--- config.mk ---
export PLATFORM = sky130hd
export DESIGN_NAME = nibble_serial_addsub_flat
export DESIGN_NICKNAME = d
export VERILOG_FILES = /design/src/rtl/nibble_serial_addsub_pkg.sv /design/src/rtl/nibble_serial_addsub_if.sv /design/src/rtl/nibble_serial_addsub_nibble_addsub.sv /design/src/rtl/nibble_serial_addsub.sv /design/src/flat_wrapper.sv
export SDC_FILE = /design/constraint.sdc
export NUM_CORES = 1
export LEC_CHECK = 0
export ABC_AREA = 1
export BUFFER_PORTS_ARGS = -buffer_cell sky130_fd_sc_hd__buf_2
export CAP_MARGIN = 20
export CORE_ASPECT_RATIO = 0.75
export CORE_MARGIN = 2
export CORE_UTILIZATION = 55
export CTS_CLUSTER_DIAMETER = 80
export DETAILED_ROUTE_END_ITERATION = 8
export PLACE_DENSITY = 0.86
export RECOVER_POWER = 50
export SETUP_SLACK_MARGIN = 0.15
export SYNTH_ARGS = -nofsm -noshare
export SYNTH_HDL_FRONTEND = slang
export SYNTH_SLANG_ARGS = --single-unit
--- constraint.sdc ---
create_clock -name clk -period 3.1 [get_ports clk]
set_input_delay 0.465 -clock clk [delete_from_list [all_inputs] [get_ports clk]]
set_output_delay 0.465 -clock clk [all_outputs]
set_load 0.02 [all_outputs]
--- src/rtl/nibble_serial_addsub_pkg.sv ---
// Shared types and constants for the nibble-serial add/sub unit.
package nibble_serial_addsub_pkg;

    localparam int NIBBLE_W = 4;

    typedef enum logic [1:0] {
        IDLE = 2'd0,
        RUN  = 2'd1,
        DONE = 2'd2
    } state_t;

    function automatic bit width_ok(input int w);
        return (w >= NIBBLE_W) && ((w % NIBBLE_W) == 0);
    endfunction

endpackage

--- src/rtl/nibble_serial_addsub_if.sv ---
// Request/response handshake bundle for nibble_serial_addsub.
interface nibble_serial_addsub_if #(
    parameter int WIDTH = 16
);
    logic             in_valid;
    logic             in_ready;
    logic [WIDTH-1:0] a;
    logic [WIDTH-1:0] b;
    logic             sub;
    logic             out_valid;
    logic             out_ready;
    logic [WIDTH-1:0] result;
    logic             cout;
    logic             over_flow;
    logic             zero;
    logic             negative;

    modport master (
        output in_valid, a, b, sub, out_ready,
        input  in_ready, out_valid, result, cout, over_flow, zero, negative
    );

    modport slave (
        input  in_valid, a, b, sub, out_ready,
        output in_ready, out_valid, result, cout, over_flow, zero, negative
    );
endinterface

--- src/rtl/nibble_serial_addsub_nibble_addsub.sv ---
// Combinational 4-bit add slice; b_eff arrives already inverted for subtract.
module nibble_addsub
    import nibble_serial_addsub_pkg::*;
(
    input  logic [NIBBLE_W-1:0] a,
    input  logic [NIBBLE_W-1:0] b_eff,
    input  logic                cin,
    output logic [NIBBLE_W-1:0] sum,
    output logic                cout,
    output logic                c_msb_in
);
    logic [NIBBLE_W:0]   full;
    logic [NIBBLE_W-1:0] low;

    assign full = {1'b0, a} + {1'b0, b_eff} + {{NIBBLE_W{1'b0}}, cin};
    // Carry into the top bit: sum of the lower three bits only.
    assign low  = {1'b0, a[NIBBLE_W-2:0]} + {1'b0, b_eff[NIBBLE_W-2:0]}
                + {{(NIBBLE_W-1){1'b0}}, cin};

    assign sum      = full[NIBBLE_W-1:0];
    assign cout     = full[NIBBLE_W];
    assign c_msb_in = low[NIBBLE_W-1];
endmodule

--- src/rtl/nibble_serial_addsub.sv ---
// Multi-nibble add/sub: one shared 4-bit slice, LSB nibble per clock, registered result + flags.
module nibble_serial_addsub
    import nibble_serial_addsub_pkg::*;
#(
    parameter int WIDTH = 16
)(
    input  logic                  clk,
    input  logic                  rst_n,
    nibble_serial_addsub_if.slave bus
);
    localparam int N  = WIDTH / NIBBLE_W;
    localparam int KW = (N > 1) ? $clog2(N) : 1;
    localparam logic [KW-1:0] K_LAST = KW'(N - 1);

    if (!width_ok(WIDTH)) begin : g_bad_width
        $error("nibble_serial_addsub: WIDTH must be >= 4 and a multiple of 4");
    end

    state_t           state_q, state_d;
    logic [KW-1:0]    k_q, k_d;
    logic [WIDTH-1:0] a_q, a_d, b_q, b_d, shadow_q, shadow_d, result_q, result_d;
    logic             sub_q, sub_d, carry_q, carry_d;
    logic             cout_q, cout_d, ovf_q, ovf_d, zero_q, zero_d, neg_q, neg_d;

    logic [NIBBLE_W-1:0] s_sum, s_b;
    logic                s_cin, s_cout, s_cmsb;
    logic [WIDTH-1:0]    final_res;

    // Operands shift right one nibble per step, so the slice always sees bits [3:0].
    assign s_b   = b_q[NIBBLE_W-1:0] ^ {NIBBLE_W{sub_q}};
    assign s_cin = (k_q == '0) ? sub_q : carry_q;

    nibble_addsub u_slice (
        .a        (a_q[NIBBLE_W-1:0]),
        .b_eff    (s_b),
        .cin      (s_cin),
        .sum      (s_sum),
        .cout     (s_cout),
        .c_msb_in (s_cmsb)
    );

    assign final_res = (WIDTH'(s_sum) << (WIDTH - NIBBLE_W)) | (shadow_q >> NIBBLE_W);

    always_comb begin
        state_d  = state_q;
        k_d      = k_q;
        a_d      = a_q;
        b_d      = b_q;
        sub_d    = sub_q;
        carry_d  = carry_q;
        shadow_d = shadow_q;
        result_d = result_q;
        cout_d   = cout_q;
        ovf_d    = ovf_q;
        zero_d   = zero_q;
        neg_d    = neg_q;
        case (state_q)
            IDLE: begin
                if (bus.in_valid) begin
                    a_d     = bus.a;
                    b_d     = bus.b;
                    sub_d   = bus.sub;
                    k_d     = '0;
                    state_d = RUN;
                end
            end
            RUN: begin
                a_d      = a_q >> NIBBLE_W;
                b_d      = b_q >> NIBBLE_W;
                carry_d  = s_cout;
                shadow_d = final_res;
                k_d      = k_q + KW'(1);
                if (k_q == K_LAST) begin
                    result_d = final_res;
                    cout_d   = s_cout;
                    ovf_d    = s_cmsb ^ s_cout;
                    zero_d   = (final_res == '0);
                    neg_d    = final_res[WIDTH-1];
                    k_d      = '0;
                    state_d  = DONE;
                end
            end
            DONE: begin
                if (bus.out_ready) state_d = IDLE;
            end
            default: state_d = IDLE;
        endcase
    end

    always_ff @(posedge clk or negedge rst_n) begin
        if (!rst_n) begin
            state_q  <= IDLE;
            k_q      <= '0;
            a_q      <= '0;
            b_q      <= '0;
            sub_q    <= 1'b0;
            carry_q  <= 1'b0;
            shadow_q <= '0;
            result_q <= '0;
            cout_q   <= 1'b0;
            ovf_q    <= 1'b0;
            zero_q   <= 1'b0;
            neg_q    <= 1'b0;
        end else begin
            state_q  <= state_d;
            k_q      <= k_d;
            a_q      <= a_d;
            b_q      <= b_d;
            sub_q    <= sub_d;
            carry_q  <= carry_d;
            shadow_q <= shadow_d;
            result_q <= result_d;
            cout_q   <= cout_d;
            ovf_q    <= ovf_d;
            zero_q   <= zero_d;
            neg_q    <= neg_d;
        end
    end

    assign bus.in_ready  = (state_q == IDLE);
    assign bus.out_valid = (state_q == DONE);
    assign bus.result    = result_q;
    assign bus.cout      = cout_q;
    assign bus.over_flow = ovf_q;
    assign bus.zero      = zero_q;
    assign bus.negative  = neg_q;
endmodule

--- src/flat_wrapper.sv ---
// flat-port wrapper written by rule: the top's interface ports become plain ports
module nibble_serial_addsub_flat import nibble_serial_addsub_pkg::*;
#(
    parameter int WIDTH = 16
)
  (clk, rst_n, bus_in_valid, bus_a, bus_b, bus_sub, bus_out_ready, bus_in_ready, bus_out_valid, bus_result, bus_cout, bus_over_flow, bus_zero, bus_negative);
  nibble_serial_addsub_if #(.WIDTH(WIDTH)) bus_i ();
  input  logic clk;
  input  logic rst_n;
  input wire logic [$bits(bus_i.in_valid)-1:0] bus_in_valid;
  input wire logic [$bits(bus_i.a)-1:0] bus_a;
  input wire logic [$bits(bus_i.b)-1:0] bus_b;
  input wire logic [$bits(bus_i.sub)-1:0] bus_sub;
  input wire logic [$bits(bus_i.out_ready)-1:0] bus_out_ready;
  output wire logic [$bits(bus_i.in_ready)-1:0] bus_in_ready;
  output wire logic [$bits(bus_i.out_valid)-1:0] bus_out_valid;
  output wire logic [$bits(bus_i.result)-1:0] bus_result;
  output wire logic [$bits(bus_i.cout)-1:0] bus_cout;
  output wire logic [$bits(bus_i.over_flow)-1:0] bus_over_flow;
  output wire logic [$bits(bus_i.zero)-1:0] bus_zero;
  output wire logic [$bits(bus_i.negative)-1:0] bus_negative;
  assign bus_i.in_valid = bus_in_valid;
  assign bus_i.a = bus_a;
  assign bus_i.b = bus_b;
  assign bus_i.sub = bus_sub;
  assign bus_i.out_ready = bus_out_ready;
  assign bus_in_ready = bus_i.in_ready;
  assign bus_out_valid = bus_i.out_valid;
  assign bus_result = bus_i.result;
  assign bus_cout = bus_i.cout;
  assign bus_over_flow = bus_i.over_flow;
  assign bus_zero = bus_i.zero;
  assign bus_negative = bus_i.negative;
  nibble_serial_addsub #(.WIDTH(WIDTH)) u_core (.clk(clk), .rst_n(rst_n), .bus(bus_i));
endmodule
# Word level (Yosys, flattened, before mapping)
# Cells that the tools add are included.
word_totals:
  ff_bits: 74
classes:
  add_sub_neg: 5
  n_eq_ne: 6
  n_mux: 12
  n_bitwise: 3
  reduce_logical: 8
op_table:
  columns: ["op", "count"]
  rows:
  - ["$pmux W16 S2", 2]
  - ["$mux W16", 2]
  - ["$logic_not A16 Y1", 1]
  - ["$or A16 B12 Y16", 1]
  - ["$mux W2", 5]
  - ["$pmux W2 S3", 1]
  - ["$reduce_and A2 Y1", 3]
  - ["$add A4 B4 Y5", 1]
  - ["$add A5 B1 Y5", 1]
  - ["$add A3 B3 Y4", 1]
  - ["$add A4 B1 Y4", 1]
  - ["$eq A2 B2 Y1 const B", 2]
  - ["$logic_not A2 Y1", 2]
  - ["$ne A2 B2 Y1 const B", 2]
  - ["$pmux W2 S2", 1]
  - ["$xor A4 B4 Y4", 1]
  - ["$reduce_and A3 Y1", 1]
  - ["$add A2 B1 Y2 const B", 1]
  - ["$eq A2 B1 Y1 const B", 1]
  - ["$ne A2 B1 Y1 const B", 1]
  - ["$reduce_bool A2 Y1", 1]
  - ["$mux W1", 1]
  - ["$xor A1 B1 Y1", 1]

# Longest topological paths before layout
logic_depth:
  word_depth: 5
  mapped_depth: 13
  ltp_nobuf: 13

# Hierarchy
# From an unflattened synthesis, not the netlist that was laid out.
hier_totals:
  hier_cells: 391
  area_unflattened_um2: 3347.0
modules_own_cells:
  columns: ["mod", "instances", "cells_per_inst", "area_per_inst_um2"]
  rows:
  - ["nibble_serial_addsub", 1, 361, 3163.0]
  - ["nibble_addsub", 1, 30, 183.9]

# Worst setup path before layout
# No wires, ideal clock.
synth_timing:
  path_kind: "register to register"
  from: "reg u_core.k_q[0]"
  to: "reg u_core.zero_q, in the netlist u_core.bus.zero"
  setup_ns: 0.116
  arrival_time_ns: 2.054
  path_slack_ns: 0.930
  stages_incl_launch_ff: 13
  path_buffers: 0
  period_less_slack_ns: 2.170
  cell_sequence: "dfrtp_1 > inv_1 > ha_1 > mux2_2 > fa_1 > inv_1 > fa_1 > nand2_1 > nor2_1 > nand2_1 > nor2_1 > nand2_1 > nand2_1"
synth_via:
  elab_chain_len: 5
  word_cells_on_any_way: 7
  classes_between: "add/sub (1); eq/ne (1); mux (1); bitwise (1); reduce/logical (3)"
synth_rtl:
  columns: ["item", "line", "text"]
  rows:
  - ["start, declared", "nibble_serial_addsub.sv:20", "logic [KW-1:0] k_q, k_d;"]
  - ["start signal, assigned", "nibble_serial_addsub.sv:106", "k_q <= k_d;"]
  - ["$logic_not A2 Y1", "nibble_serial_addsub.sv:31", "assign s_cin = (k_q == '0) ? sub_q : carry_q;"]
  - ["$mux W1", "nibble_serial_addsub.sv:31", null]
  - ["$add A5 B1 Y5", "nibble_serial_addsub_nibble_addsub.sv:15", "assign full = {1'b0, a} + {1'b0, b_eff} + {{NIBBLE_W{1'b0}}, cin};"]
  - ["$or A16 B12 Y16", "nibble_serial_addsub.sv:42", "assign final_res = (WIDTH'(s_sum) << (WIDTH - NIBBLE_W)) | (shadow_q >> NIBBLE_W);"]
  - ["$logic_not A16 Y1", "nibble_serial_addsub.sv:77", "zero_d = (final_res == '0);"]
  - ["end signal, assigned", "nibble_serial_addsub.sv:115", "zero_q <= zero_d;"]
  - ["end, declared", "nibble_serial_addsub.sv:23", "logic cout_q, cout_d, ovf_q, ovf_d, zero_q, zero_d, neg_q, neg_d;"]
# Several ways; a longest one is shown, not always the timed one.
# A chain may end at the register's enable or synchronous reset.

# Worst setup path after layout
layout_timing:
  from: "reg u_core.k_q[1]"
  to: "reg u_core.zero_q, in the netlist u_core.bus.zero"
# Same word-level chain as after synthesis.

==> impl_metrics.tcl <==
set metrics [dict create \
    status "finished, violations left" \
    violations "capacitance limit, slew limit" \
    hold_violations 0 \
    drtIter0Drc 242 \
    ant_nets 0 \
    syn_to_final_growth_pct 15.3 \
    grt_max_degree 70 \
    antenna_cells 0 \
    cap_violations 1 \
    synth_top_area_share_pct 53.8 \
    rsz0062_at_grt "no" \
    worstSkewPairLatency_ps 340 \
    wl_um 7040 \
    fin_skew_ps 7.38 \
    drive_gt1_share_pct 17.2 \
    clockRootBuffer "clkbuf_8" \
    grt_busiest_layer "met2" \
    clock-sinks 69 \
    rr_worst_depth 12 \
    seq_area_frac_synth_pct 53.8 \
    grt.total_usage_pct 24.8 \
    num_rows 24 \
    cellPowerDensity_nw_per_um2 1190 \
    ys_top_cells_by_area "dfrtp_1 54%, nand2_1 15%, o21ai_0 8.9%, inv_1 5.0%, nand3_1 2.3%" \
    dpl.hpwl_um 4630 \
    syn_area_per_cell_um2 8.45 \
    synth.top_cells.by_count "126 x nand2_1, 69 x dfrtp_1, 57 x o21ai_0" \
    placed_area_um2 3500 \
    boundaryPins 59 \
    die_area_um2 6470 \
    crit_slowest_cell "fa_1" \
    drcViolationCount 0 \
    fin_cells 515 \
    ys_ff_latch 69 \
    timing.hold.worst.class "input pin to register" \
    synth_top_area_cell "dfrtp_1" \
    multi_input_area_um2 1190 \
    critPathRequiredTime_ps 3330 \
    met2_usage_pct 38.2 \
    synth_area_um2 3210 \
    seq_area_um2 1730 \
    grt_pass1_wl_um 12400 \
    die_w_um 92.2 \
    stdcell_area_um2 3700 \
    final.setup.tns_ps 0 \
    final-setup-viol-count 0 \
    worstHoldStart "bus_out_ready" \
    n_fill_cell 467 \
    initial_utilization_pct 56.0 \
    antenna_found_initial 0 \
    postCtsSetupRepairBufs 0 \
    tightestPinTransition_ps 1640 \
    min_path_cells 2 \
    core_area_um2 5740 \
    min_to "u_core.state_q[1]" \
    worstPathCellList "inv_1 > ha_1 > mux2_2 > fa_1 > inv_1 > fa_1 > nand2_1 > nor2_1 > nand2_1 > nor2_1 > nand2_1 > nand2_1" \
    crit_type "register to register" \
    placed_cells 499 \
    ys_warn_count 0 \
    critPathArrivalTime_ps 2570 \
    grt.met3_usage_pct 7.77 \
    drt-wirelength-per-cell_um 13.7 \
    cp_max_fo 3 \
    power_w 0.00442 \
    startpoint_type "register" \
    gp_congestion 0.834 \
    slowest_delay_ps 450 \
    synth_edf_count 0 \
    finalCritPeriodShare_pct 75.3 \
    endpoint_kind "register" \
    io_buffers 58 \
    rr_startpoint "u_core.k_q[1]" \
    holdBufCountCts 0 \
    cts_resized 0 \
    htree_levels 3 \
    fmax_mhz 428 \
    globalRouteMet1Util_pct 33.9 \
    crit_top_cell "nand2_1" \
    period_minus_slack_ps 2340 \
    cts.clk_slew.worst_paths_ps 70 \
    nets 476 \
    overflow 0 \
    synthDistinctLibCells 24 \
    cts_tree "yes" \
    ys.flop_type "dfrtp_1" \
    numCtsBuffers 9 \
    clock_path_buffers 2 \
    vias_per_cell 5.14 \
    slew_violations 70 \
    total_leakage_power_nw 1.90 \
    syn-instance-count 380 \
    drt-pass1-iter-count 6 \
    grt_pass1_vias 2587 \
    relSlewSlack_pct -9.05 \
    vdd_drop_max_mv 0.506 \
    die_y_um 70.2 \
    synth.most_common_cell "nand2_1" \
    postSynth.asyncResetShare_pct 100 \
    r2r_slack_ps 760 \
    syn_nets 424 \
    r2r-end "u_core.bus.zero" \
    routed-via-count 2648 \
]
state kept, by name (all words and copies together), names as in the netlist:
register / cells
u_core.carry_q: 1
u_core.bus.cout: 1
u_core.bus.zero: 1
u_core.b_q: 16
u_core.state_q: 2
u_core.sub_q: 1
u_core.a_q: 16
u_core.bus.result: 16
u_core.k_q: 2
u_core.bus.over_flow: 1
u_core.shadow_q: 12
routing by layer:
metal | vias to the layer above | routed length, um | share of wire (%)
li1 | 1296 | - | -
met1 | 1255 | 3240 | 46
met2 | 85 | 3260 | 46
met3 | 12 | 416 | 5.9
met4 | 0 | 123 | 1.7
met5 | - | 0 | 0
logic make-up (layout without fill, tap and decap cells):
kind of cell | count (synthesis) | in the layout | share of synthesized area, %
compound gates | 76 | 76 | 12.8
xor+xnor | 4 | 4 | 1.09
fa+ha+maj | 7 | 7 | 3.19
buf+inv | 65 | 122 | 8.88
flops | 69 | 69 | 53.8
mux | 2 | 2 | 0.701
simple gates | 157 | 157 | 19.6
critical path: cells and delay by family, from the launching register on:
family                   cells  cell delay [ps]
adder cells (fa/ha/maj)      3              980
AND/OR/NAND/NOR              6              350
flip-flops                   1              400
buffers and inverters        2              160
multiplexers                 1              340
where the power goes:
group	total (W)	switching [W]	internal, W
Combinational	0.00204	0.00138	0.000667
Clock	0.000824	0.000329	0.000495
Sequential	0.00155	0.000247	0.00130
Total	0.00442	0.00195	0.00246
layout make-up:
class | instances | area share [%]
repair buffers | 60 | 7.84
clock inverters | 4 | 1.89
clock buffers | 12 | 4.19
inverters | 46 | 4.66
flip-flops and latches | 69 | 46.6
well taps | 78 | 2.63
multi-input cells | 246 | 32.2
cell usage in the layout, fill, tap and decap left out, types with 3 or more instances in the layout:
cell type	n
nand3_1	15
inv_2	3
nand2_1	126
o21a_1	4
o21ai_0	57
dfrtp_1	69
ha_1	5
nor2_1	13
buf_2	48
o21ai_1	11
clkbuf_1	11
inv_1	43
clkbuf_8	11
xor2_1	3
metrics by stage:
stage	utilization [%]	worst slack, ps	hold WS (ps)
finish	64.6	765	303
global route	64.6	644	294
CTS	65.0	763	285
detailed placement	61.1	798	454
global placement	61.1	863	453
floorplan	-	930	169
worst max path at each step:
stage                        startpoint               to  depth (start not counted)  slack, ps
after global routing      u_core.k_q[0]  u_core.bus.zero                         12        640
after global placement    u_core.k_q[0]  u_core.bus.zero                         12        860
after floorplan           u_core.k_q[0]  u_core.bus.zero                         12        930
after detailed placement  u_core.k_q[0]  u_core.bus.zero                         12        800
final                     u_core.k_q[1]  u_core.bus.zero                         12        760
after CTS                 u_core.k_q[1]  u_core.bus.zero                         12        760
(Power assumes the default switching activity.)
